--- src/rtl/uart_rx_sampler.sv ---
// 8N1 UART receiver with 16x oversampling, 2-of-3 majority voting per bit,
// glitch rejection on the start bit and break handling after a framing error.
module uart_rx_sampler #(
  parameter int TICK_DIV = 8
) (
  input  logic       CLK,
  input  logic       RESET,
  input  logic       RX,
  output logic       RX_DONE,
  output logic [7:0] RX_DATA,
  output logic       FRAME_ERR,
  output logic       BUSY
);

  localparam int            TW        = (TICK_DIV > 1) ? $clog2(TICK_DIV) : 1;
  localparam logic [TW-1:0] TICK_LAST = TW'(TICK_DIV - 1);

  typedef enum logic [2:0] {
    S_IDLE,
    S_START,
    S_DATA,
    S_STOP,
    S_BREAK
  } state_t;

  state_t        state, state_next;
  logic          rx_meta, rx_s;
  logic [TW-1:0] tick_cnt;
  logic          tick;
  logic [3:0]    samp_cnt;
  logic [2:0]    bit_idx;
  logic [2:0]    votes;
  logic [7:0]    shreg;
  logic          start_det, stop_eval, stop_maj, data_maj;

  function automatic logic maj3(input logic a, input logic b, input logic c);
    return (a & b) | (a & c) | (b & c);
  endfunction

  assign tick     = (tick_cnt == TICK_LAST);
  // STOP decides on the sample-9 tick itself, so the third vote is the live rx_s.
  assign stop_maj = maj3(votes[0], votes[1], rx_s);
  assign data_maj = maj3(votes[0], votes[1], votes[2]);

  // Synchronizer idles high so reset never looks like a start edge.
  // NOTE: clocked blocks use non-blocking (<=) so every flop updates from pre-edge values.
  always_ff @(posedge CLK or negedge RESET) begin
    if (!RESET) begin
      rx_meta <= 1'b1;
      rx_s    <= 1'b1;
    end else begin
      rx_meta <= RX;
      rx_s    <= rx_meta;
    end
  end

  always_ff @(posedge CLK or negedge RESET) begin
    if (!RESET)                 tick_cnt <= '0;
    else if (start_det || tick) tick_cnt <= '0;
    else                        tick_cnt <= tick_cnt + 1'b1;
  end

  // State register
  always_ff @(posedge CLK or negedge RESET) begin
    if (!RESET) state <= S_IDLE;
    else        state <= state_next;
  end

  // Next-state logic. START validates the start bit at its middle (sample 7)
  // and hands over to DATA at its end, so DATA samples 7..9 sit mid-bit.
  // NOTE: default assignment first keeps this combinational block latch-free.
  always_comb begin
    state_next = state;
    case (state)
      S_IDLE:  if (!rx_s) state_next = S_START;
      S_START: begin
        if (tick && samp_cnt == 4'd7 && rx_s) state_next = S_IDLE;
        else if (tick && samp_cnt == 4'd15)   state_next = S_DATA;
      end
      S_DATA:  if (tick && samp_cnt == 4'd15 && bit_idx == 3'd7) state_next = S_STOP;
      S_STOP:  if (stop_eval) state_next = stop_maj ? S_IDLE : S_BREAK;
      S_BREAK: if (rx_s) state_next = S_IDLE;
      default: state_next = S_IDLE;
    endcase
  end

  // Output / decode logic
  always_comb begin
    BUSY      = (state != S_IDLE);
    start_det = (state == S_IDLE) && !rx_s;
    stop_eval = (state == S_STOP) && tick && (samp_cnt == 4'd9);
  end

  // Sample counter wraps 15->0, which doubles as the clear on START->DATA.
  always_ff @(posedge CLK or negedge RESET) begin
    if (!RESET) begin
      samp_cnt <= '0;
      bit_idx  <= '0;
      votes    <= '0;
      shreg    <= '0;
    end else if (start_det) begin
      samp_cnt <= '0;
      bit_idx  <= '0;
    end else if (tick) begin
      if (state == S_START || state == S_DATA || state == S_STOP)
        samp_cnt <= samp_cnt + 4'd1;
      if (state == S_DATA || state == S_STOP) begin
        case (samp_cnt)
          4'd7:    votes[0] <= rx_s;
          4'd8:    votes[1] <= rx_s;
          4'd9:    votes[2] <= rx_s;
          default: ;
        endcase
      end
      if (state == S_DATA && samp_cnt == 4'd15) begin
        shreg   <= {data_maj, shreg[7:1]};
        bit_idx <= bit_idx + 3'd1;
      end
    end
  end

  always_ff @(posedge CLK or negedge RESET) begin
    if (!RESET) begin
      RX_DONE   <= 1'b0;
      FRAME_ERR <= 1'b0;
      RX_DATA   <= 8'h00;
    end else begin
      RX_DONE   <= stop_eval && stop_maj;
      FRAME_ERR <= stop_eval && !stop_maj;
      if (stop_eval && stop_maj) RX_DATA <= shreg;
    end
  end

endmodule

--- config.mk ---
export PLATFORM = sky130hd
export DESIGN_NAME = uart_rx_sampler
export DESIGN_NICKNAME = d
export VERILOG_FILES = /design/src/rtl/uart_rx_sampler.sv
export SDC_FILE = /design/constraint.sdc
export NUM_CORES = 1
export LEC_CHECK = 0
export BUFFER_PORTS_ARGS = -buffer_cell sky130_fd_sc_hd__buf_2
export CAP_MARGIN = 40
export CELL_PAD_IN_SITES_DETAIL_PLACEMENT = 0
export CELL_PAD_IN_SITES_GLOBAL_PLACEMENT = 1
export CORE_AREA = 2 2 75 77
export CTS_BUF_LIST = sky130_fd_sc_hd__clkbuf_4 sky130_fd_sc_hd__clkbuf_8
export CTS_CLUSTER_DIAMETER = 150
export DETAILED_ROUTE_END_ITERATION = 16
export DIE_AREA = 0 0 77 79
export HOLD_SLACK_MARGIN = 0.12
export PLACE_DENSITY_LB_ADDON = 0.1
export RECOVER_POWER = 50
export SLEW_MARGIN = 30
export SYNTH_ARGS = -nofsm -noshare
export SYNTH_HDL_FRONTEND = slang
export SYNTH_SLANG_ARGS = --single-unit
--- constraint.sdc ---
create_clock -name CLK -period 1.9 [get_ports CLK]
set_input_delay 0.285 -clock CLK [delete_from_list [all_inputs] [get_ports CLK]]
set_output_delay 0.285 -clock CLK [all_outputs]
set_load 0.01 [all_outputs]
==> flow_summary.json, run 1 <==
{
  "die_ht_um": 79,
  "cp.buffers_inverters": 0,
  "final_min_period_over_clock_period": 0.9350,
  "netlist.area_leader.share": 0.4964,
  "async_set_or_reset_flop_fraction_in_the_synthesized_netlist": 1.000,
  "p_sw_frac": 0.2200,
  "place_hpwl_um": 2330,
  "total_number_of_vias": 1074,
  "layout-area-overhead-vs-synth_pct": 14.38,
  "min_delay_path_class": "reg -> reg",
  "cts-buffers-inserted": 5,
  "yosysSeqAreaShare": 0.5270,
  "max-clock-path-buffers": 2,
  "syn-instance-count": 130,
  "crit_arrival_ps": 1950,
  "grt_pass1_vias": 1121,
  "worst_clock_skew_ps": 4.997,
  "coreArea_mm2": 0.005338,
  "grt_overflow_total": 0,
  "first_iter_violations": 27,
  "post-synth-top-area-cell": "sky130_fd_sc_hd__dfrtp_1",
  "critical_path.endpoint_type": "flop",
  "numnets_final": 164,
  "path_delay_family": "simple AND/OR/NAND/NOR gates",
  "yosys.cell_types.count": 41,
  "number_of_flops_mapped_to_enable_cells_by_yosys": 0,
  "setup_viol_count_final": 0,
  "setup_tns_final_ps": 0,
  "floorplan_die_area_mm2": 0.006083,
  "totalWireLength_um": 3270,
  "final_worst_path_period_need_ps": 1776,
  "multi_input_area_um2": 762.0,
  "crit_path_category": "reg -> reg",
  "p_leak_uw": 0.0009306,
  "max-cap-violations": 0,
  "initial_utilization": 0.3211,
  "synth_warnings": 0,
  "placedCellCount": 216,
  "crit_path_cell_trace": "ha_1, ha_1, and4b_1, nand4_4, mux2_2",
  "timing_hold_violations_final": 0,
  "clk_sinks": 36,
  "final-seq-area_um2": 903.4,
  "placementRows": 27,
  "clk_latency_ps": 280,
  "fillerInstances": 566,
  "power.ir.vdd_worst_mv": 0.3060,
  "data_required_time_at_the_worst_endpoint_ps": 2070,
  "instances_no_fill": 226,
  "grt_start_max_net_pins": 26,
  "outcome": "finished clean",
  "worst_slew_pin_slew_ps": 643.7,
  "post_synth_net_total": 141,
  "power.combinational.fraction": 0.017,
  "grt_first_pass_wirelength_um": 5664,
  "synth.ff_latch_count": 36,
  "antenna_found_initial": 0,
  "grt_util_all_layers": 0.1200,
  "drt_first_pass_iters": 4,
  "synthFlopType": "sky130_fd_sc_hd__dfrtp_1",
  "finalMaxSlewViolations": 0,
  "finalWeightedCongestion": 0.7026,
  "clock_root_buffer": "sky130_fd_sc_hd__clkbuf_8",
  "worst_setup_hold_path_clk_slew_ps": 70,
  "synth_area_mm2": 0.001714,
  "setup.worst_path.start_class": "flop",
  "clock_share_of_power": 0.398,
  "power.density_mw_per_mm2": 674.2,
  "port_buffers": 13,
  "seqPwrFrac": 0.585,
  "critPathSlowestCell": "sky130_fd_sc_hd__dfrtp_1",
  "rsz0062_at_grt": "false",
  "post_drt_via_cell_ratio": 4.752,
  "antenna_cells_inserted": 0,
  "detail_routed_net_length_per_standard_cell_um": 14.47,
  "timing.critical_path.mode_cell": "sky130_fd_sc_hd__ha_1",
  "post-route-drc-count": 0,
  "ant_nets": 0,
  "mean_cell_area_of_the_mapped_netlist_um2": 13.19,
  "cp_slowest_stage_delay_ps": 380,
  "relative_slew_slack": 0.5709,
  "floorplan.die.width_um": 77,
  "max_clock_freq_ghz": 0.5629,
  "critical_path_peak_fanout": 9,
  "io-pin-count": 14,
  "power.switching_uw": 290.8,
  "tritoncts": "done",
  "synth.area.top_cells": "sky130_fd_sc_hd__dfrtp_1, sky130_fd_sc_hd__mux2_2, sky130_fd_sc_hd__ha_1",
  "cts-htree-levels": 2,
  "power_report.internal_total_uw": 1031,
  "final_layout_size_suffix_gt1_frac": 0.2792
}
## kinds of logic after synthesis
group | count (synthesis) | synth area share
compound gates | 18 | 0.06935
fa+ha+maj | 10 | 0.07081
buf+inv | 8 | 0.02847
flops | 36 | 0.5270
mux | 20 | 0.1299
simple gates | 38 | 0.1745
## final timing paths
| kind | cells past startpoint | slack, ps | start | to |
|---|---|---|---|---|
| setup / recovery | 5 | 120 | tick_cnt[0] | RX_DATA[5] |
| hold / removal | 0 | 360 | rx_meta | rx_s |
| setup reg to reg | 5 | 120 | tick_cnt[0] | RX_DATA[5] |
| max in group asynchronous | 3 | 660 | RESET | samp_cnt[2] |
| hold reg to reg | 0 | 360 | rx_meta | rx_s |
| min in group asynchronous | 2 | 550 | RESET | bit_idx[1] |
## Yosys cell counts, drive strengths merged, types with 2 or more instances
library cell and number:
a311o 2, a21oi 5, dfstp 2, maj3 2, buf 3, and4 2, or3 3, nand2b 2
o21ai 5, nand3 5, mux2i 2, nand2 6, nand4 3, inv 5, or3b 2, nor3b 3
ha 8, mux2 18, dfrtp 34, nor2b 2, nand4b 2
## timing repair
item / CTS / global route
hold buffers: 2 / 0
gates resized for setup: 0 / 0
setup buffers: 0 / 0
endpoints found under the hold margin: 22 / 0
## layer usage
| metal | GRT usage | vias to the layer above | wire length, µm |
|---|---|---|---|
| met1 | 0.1546 | 527 | 1560 |
| met5 | 0 | - | 0 |
| met2 | 0.1895 | 17 | 1568 |
| met3 | 0.03750 | 2 | 122 |
| met4 | 0.04643 | 0 | 19 |
| li1 | - | 528 | - |
## through the flow
| step | power (µW) | cell area (µm²) | hold slack, ps | util | worst slack, ps |
|---|---|---|---|---|---|
| 3_5_place_dp | 809.7 | 1869 | 322.1 | 0.3502 | 118.4 |
| 6_report | 1322 | 1961 | 358.9 | 0.3673 | 123.6 |
| 5_1_grt | 1390 | 1961 | 366.7 | 0.3673 | 13.00 |
| 4_1_cts | 1355 | 1977 | 360.0 | 0.3704 | 116.1 |
| 2_1_floorplan | 787.2 | 1714 | -10.59 | - | 263.4 |
| 3_3_place_gp | 808.7 | 1869 | 309.4 | 0.3502 | 143.7 |
## layout make-up
cell class / instances / area share
Sequential cell: 36 / 0.4608
Multi-Input combinational cell: 86 / 0.3886
Timing Repair Buffer: 19 / 0.05041
Tap cell: 72 / 0.04595
Clock buffer: 5 / 0.03510
Clock inverter: 3 / 0.009572
Inverter: 5 / 0.009572
## power by group through the flow
stage               registers (µW)  logic, µW  clock network (µW)
CTS                            773       24.9                 558
detailed placement             788       21.8                   0
floorplan                      787      0.118                   0
global route                   773       26.4                 590
global placement               788       20.8                   0
finish                         773       22.3                 526
## cell usage in the layout (no fill, tap or decap), drive strengths merged, types with 2 or more instances in the layout
master / count
a21oi: 5
a311o: 2
and4: 2
buf: 5
clkbuf: 17
clkinv: 3
dfrtp: 34
dfstp: 2
dlygate4sd3: 2
ha: 8
inv: 5
maj3: 2
mux2: 18
mux2i: 2
nand2: 6
nand2b: 2
nand3: 5
nand4: 3
nand4b: 2
nor2b: 2
nor3b: 3
o21ai: 5
or3: 3
or3b: 2
## state kept, by name, summed over array words and instances, names as in the netlist
| register | flops |
|---|---|
| samp_cnt | 4 |
| state | 3 |
| tick_cnt | 3 |
| FRAME_ERR | 1 |
| rx_meta | 1 |
| votes | 3 |
| rx_s | 1 |
| bit_idx | 3 |
| RX_DATA | 8 |
| shreg | 8 |
| RX_DONE | 1 |
No activity file was read; power rests on OpenSTA's default activity.
==> run 2: changes to the inputs <==
--- a/config.mk
+++ b/config.mk
@@ -15,7 +15,7 @@
 export DETAILED_ROUTE_END_ITERATION = 16
 export DIE_AREA = 0 0 77 79
 export HOLD_SLACK_MARGIN = 0.12
-export PLACE_DENSITY_LB_ADDON = 0.1
+export PLACE_DENSITY = 0.68
 export RECOVER_POWER = 50
 export SLEW_MARGIN = 30
 export SYNTH_ARGS = -nofsm -noshare
==> run 2 against run 1 <==
Global-route usage down 0.72 points. Non-clock buffer count is 2 lower. Setup slack improved by 11 ps. Critical path depth decreased by 3. Flip-flop and latch count stayed put. Die area is the same. Cell area up 0.19%. Via count decreased by 0.37%. Register-to-register slack gained 30 ps. Critical path type is now reg -> out.
==> flow_summary.json, run 2 (same netlist as run 1, synthesis figures left out) <==
{
  "outcome": "finished clean",
  "dpl_cell_area_mm2": 0.001847,
  "die_ht_um": 79,
  "multi_input_area_um2": 762.0,
  "timing_hold_violations_final": 0,
  "critPathSlowestCell": "sky130_fd_sc_hd__dfrtp_1",
  "data_required_time_at_the_worst_endpoint_ps": 1620,
  "post-route-drc-count": 0,
  "layout.cells.most_common": "sky130_fd_sc_hd__dfrtp_1",
  "grt_overflow_total": 0,
  "finalWeightedCongestion": 0.7318,
  "setup.worst_path.start_class": "flop",
  "path_delay_family": "flip-flops",
  "grt_start_max_net_pins": 37,
  "max_clock_freq_ghz": 0.5665,
  "worst_clock_skew_ps": 6.079,
  "reg_to_reg_setup_timing_slack_ps": 150,
  "power.density_mw_per_mm2": 695.1,
  "io-pin-count": 14,
  "cts-htree-levels": 2,
  "report.power.total_uw": 1365,
  "worst_slew_pin_slew_ps": 671.0,
  "drt_first_pass_iters": 4,
  "floorplan.die.width_um": 77,
  "power.ir.vdd_worst_mv": 0.3968,
  "floorplan_die_area_mm2": 0.006083,
  "grt_first_pass_wirelength_um": 5416,
  "grt_pass1_vias": 1168,
  "final_worst_path_period_need_ps": 1765,
  "worst_slack_ps": 134.8,
  "cp.buffers_inverters": 1,
  "numnets_final": 162,
  "finish.instance_area_mm2": 0.001964,
  "placementRows": 27,
  "coreArea_mm2": 0.005338,
  "first_iter_violations": 51,
  "reg.largest.list": "RX_DATA: 8 flops, shreg: 8 flops, samp_cnt: 4 flops",
  "final_min_period_over_clock_period": 0.9291,
  "ant_nets": 0,
  "finalMaxSlewViolations": 0,
  "antenna_found_initial": 0,
  "rsz0062_at_grt": "false",
  "max-clock-path-buffers": 2,
  "cts_repair_resize_count": 0,
  "detail_routed_net_length_per_standard_cell_um": 13.18,
  "dpl_worst_slack_ps": 143.9,
  "critical_path.endpoint_type": "output port",
  "worst_setup_hold_path_clk_slew_ps": 70,
  "min_delay_path_class": "reg -> reg",
  "cts-buffers-inserted": 5,
  "tritoncts": "done",
  "final_util": 0.3680,
  "relative_slew_slack": 0.5527,
  "clk_latency_ps": 280,
  "crit_arrival_ps": 1480,
  "crit_path_category": "reg -> out",
  "setup_viol_count_final": 0,
  "final_layout_size_suffix_gt1_frac": 0.3158,
  "p_leak_uw": 0.0009513,
  "fillerInstances": 547,
  "place_hpwl_um": 2152,
  "post_drt_via_cell_ratio": 4.777,
  "layout-area-overhead-vs-synth_pct": 14.60,
  "grt_util_all_layers": 0.1128,
  "layout_common_cells": "sky130_fd_sc_hd__dfrtp_1, sky130_fd_sc_hd__mux2_2, sky130_fd_sc_hd__buf_2, sky130_fd_sc_hd__ha_1, sky130_fd_sc_hd__clkbuf_8",
  "clk_sinks": 36,
  "setup_tns_final_ps": 0,
  "initial_utilization": 0.3211,
  "cp_slowest_stage_delay_ps": 600,
  "cts.repair_timing.setup_buffer_count": 0,
  "port_buffers": 13,
  "final-seq-area_um2": 903.4,
  "critical_path_peak_fanout": 15,
  "crit_path_cell_trace": "or3_1, buf_2",
  "antenna_cells_inserted": 0,
  "total_number_of_vias": 1070,
  "clock_root_buffer": "sky130_fd_sc_hd__clkbuf_8",
  "max-cap-violations": 0,
  "totalWireLength_um": 2953
}
-- run 2: cell count changes in the layout (fill, tap and decap cells not counted), sizes merged --
cell / change
clkinvlp: +1
clkbuf: -5
clkinv: -3
buf: +5
-- run 2: timing repair --
action	4_1_cts	5_1_grt
hold buffers	2	0
hold endpoints to repair	35	0
endpoints found under the setup margin	0	0
-- run 2: metrics by stage --
step | hold WS (ps) | instances
2_1_floorplan | -10.59 | 130
3_3_place_gp | 346.9 | 213
3_5_place_dp | 348.1 | 213
4_1_cts | 359.3 | 223
5_1_grt | 361.5 | 224
6_report | 357.9 | 224
-- run 2: power breakdown --
part,total [µW],leakage (µW),internal [µW],switching (µW)
logic,19.5,0.000422,4.59,14.9
registers,773,0.000481,770,2.98
clock network,573,0.0000479,309,264
total,1370,0.000951,1080,282
-- run 2: final timing paths --
path | to | cells after the start | from
min in group asynchronous | RX_DONE | 2 | RESET
hold / removal | rx_s | 0 | rx_meta
setup reg to reg | RX_DATA[1] | 5 | tick_cnt[0]
max in group asynchronous | rx_s | 3 | RESET
setup / recovery | BUSY | 2 | state[0]
hold reg to reg | rx_s | 0 | rx_meta
-- run 2: cell type report --
| cell class | instances | share of cell area |
|---|---|---|
| timing repair buffer | 17 | 0.04713 |
| multi-input combinational | 86 | 0.3879 |
| tap | 72 | 0.04586 |
| clock inverter | 1 | 0.003822 |
| sequential | 36 | 0.4599 |
| clock buffer | 7 | 0.04586 |
| inverter | 5 | 0.009554 |
-- run 2: layer usage --
layer,vias up,GRT usage,share of wire
met3,0,0.03068,0.037
met4,0,0.03750,0
li1,524,-,-
met2,17,0.1860,0.49
met1,529,0.1443,0.48
met5,-,0,0
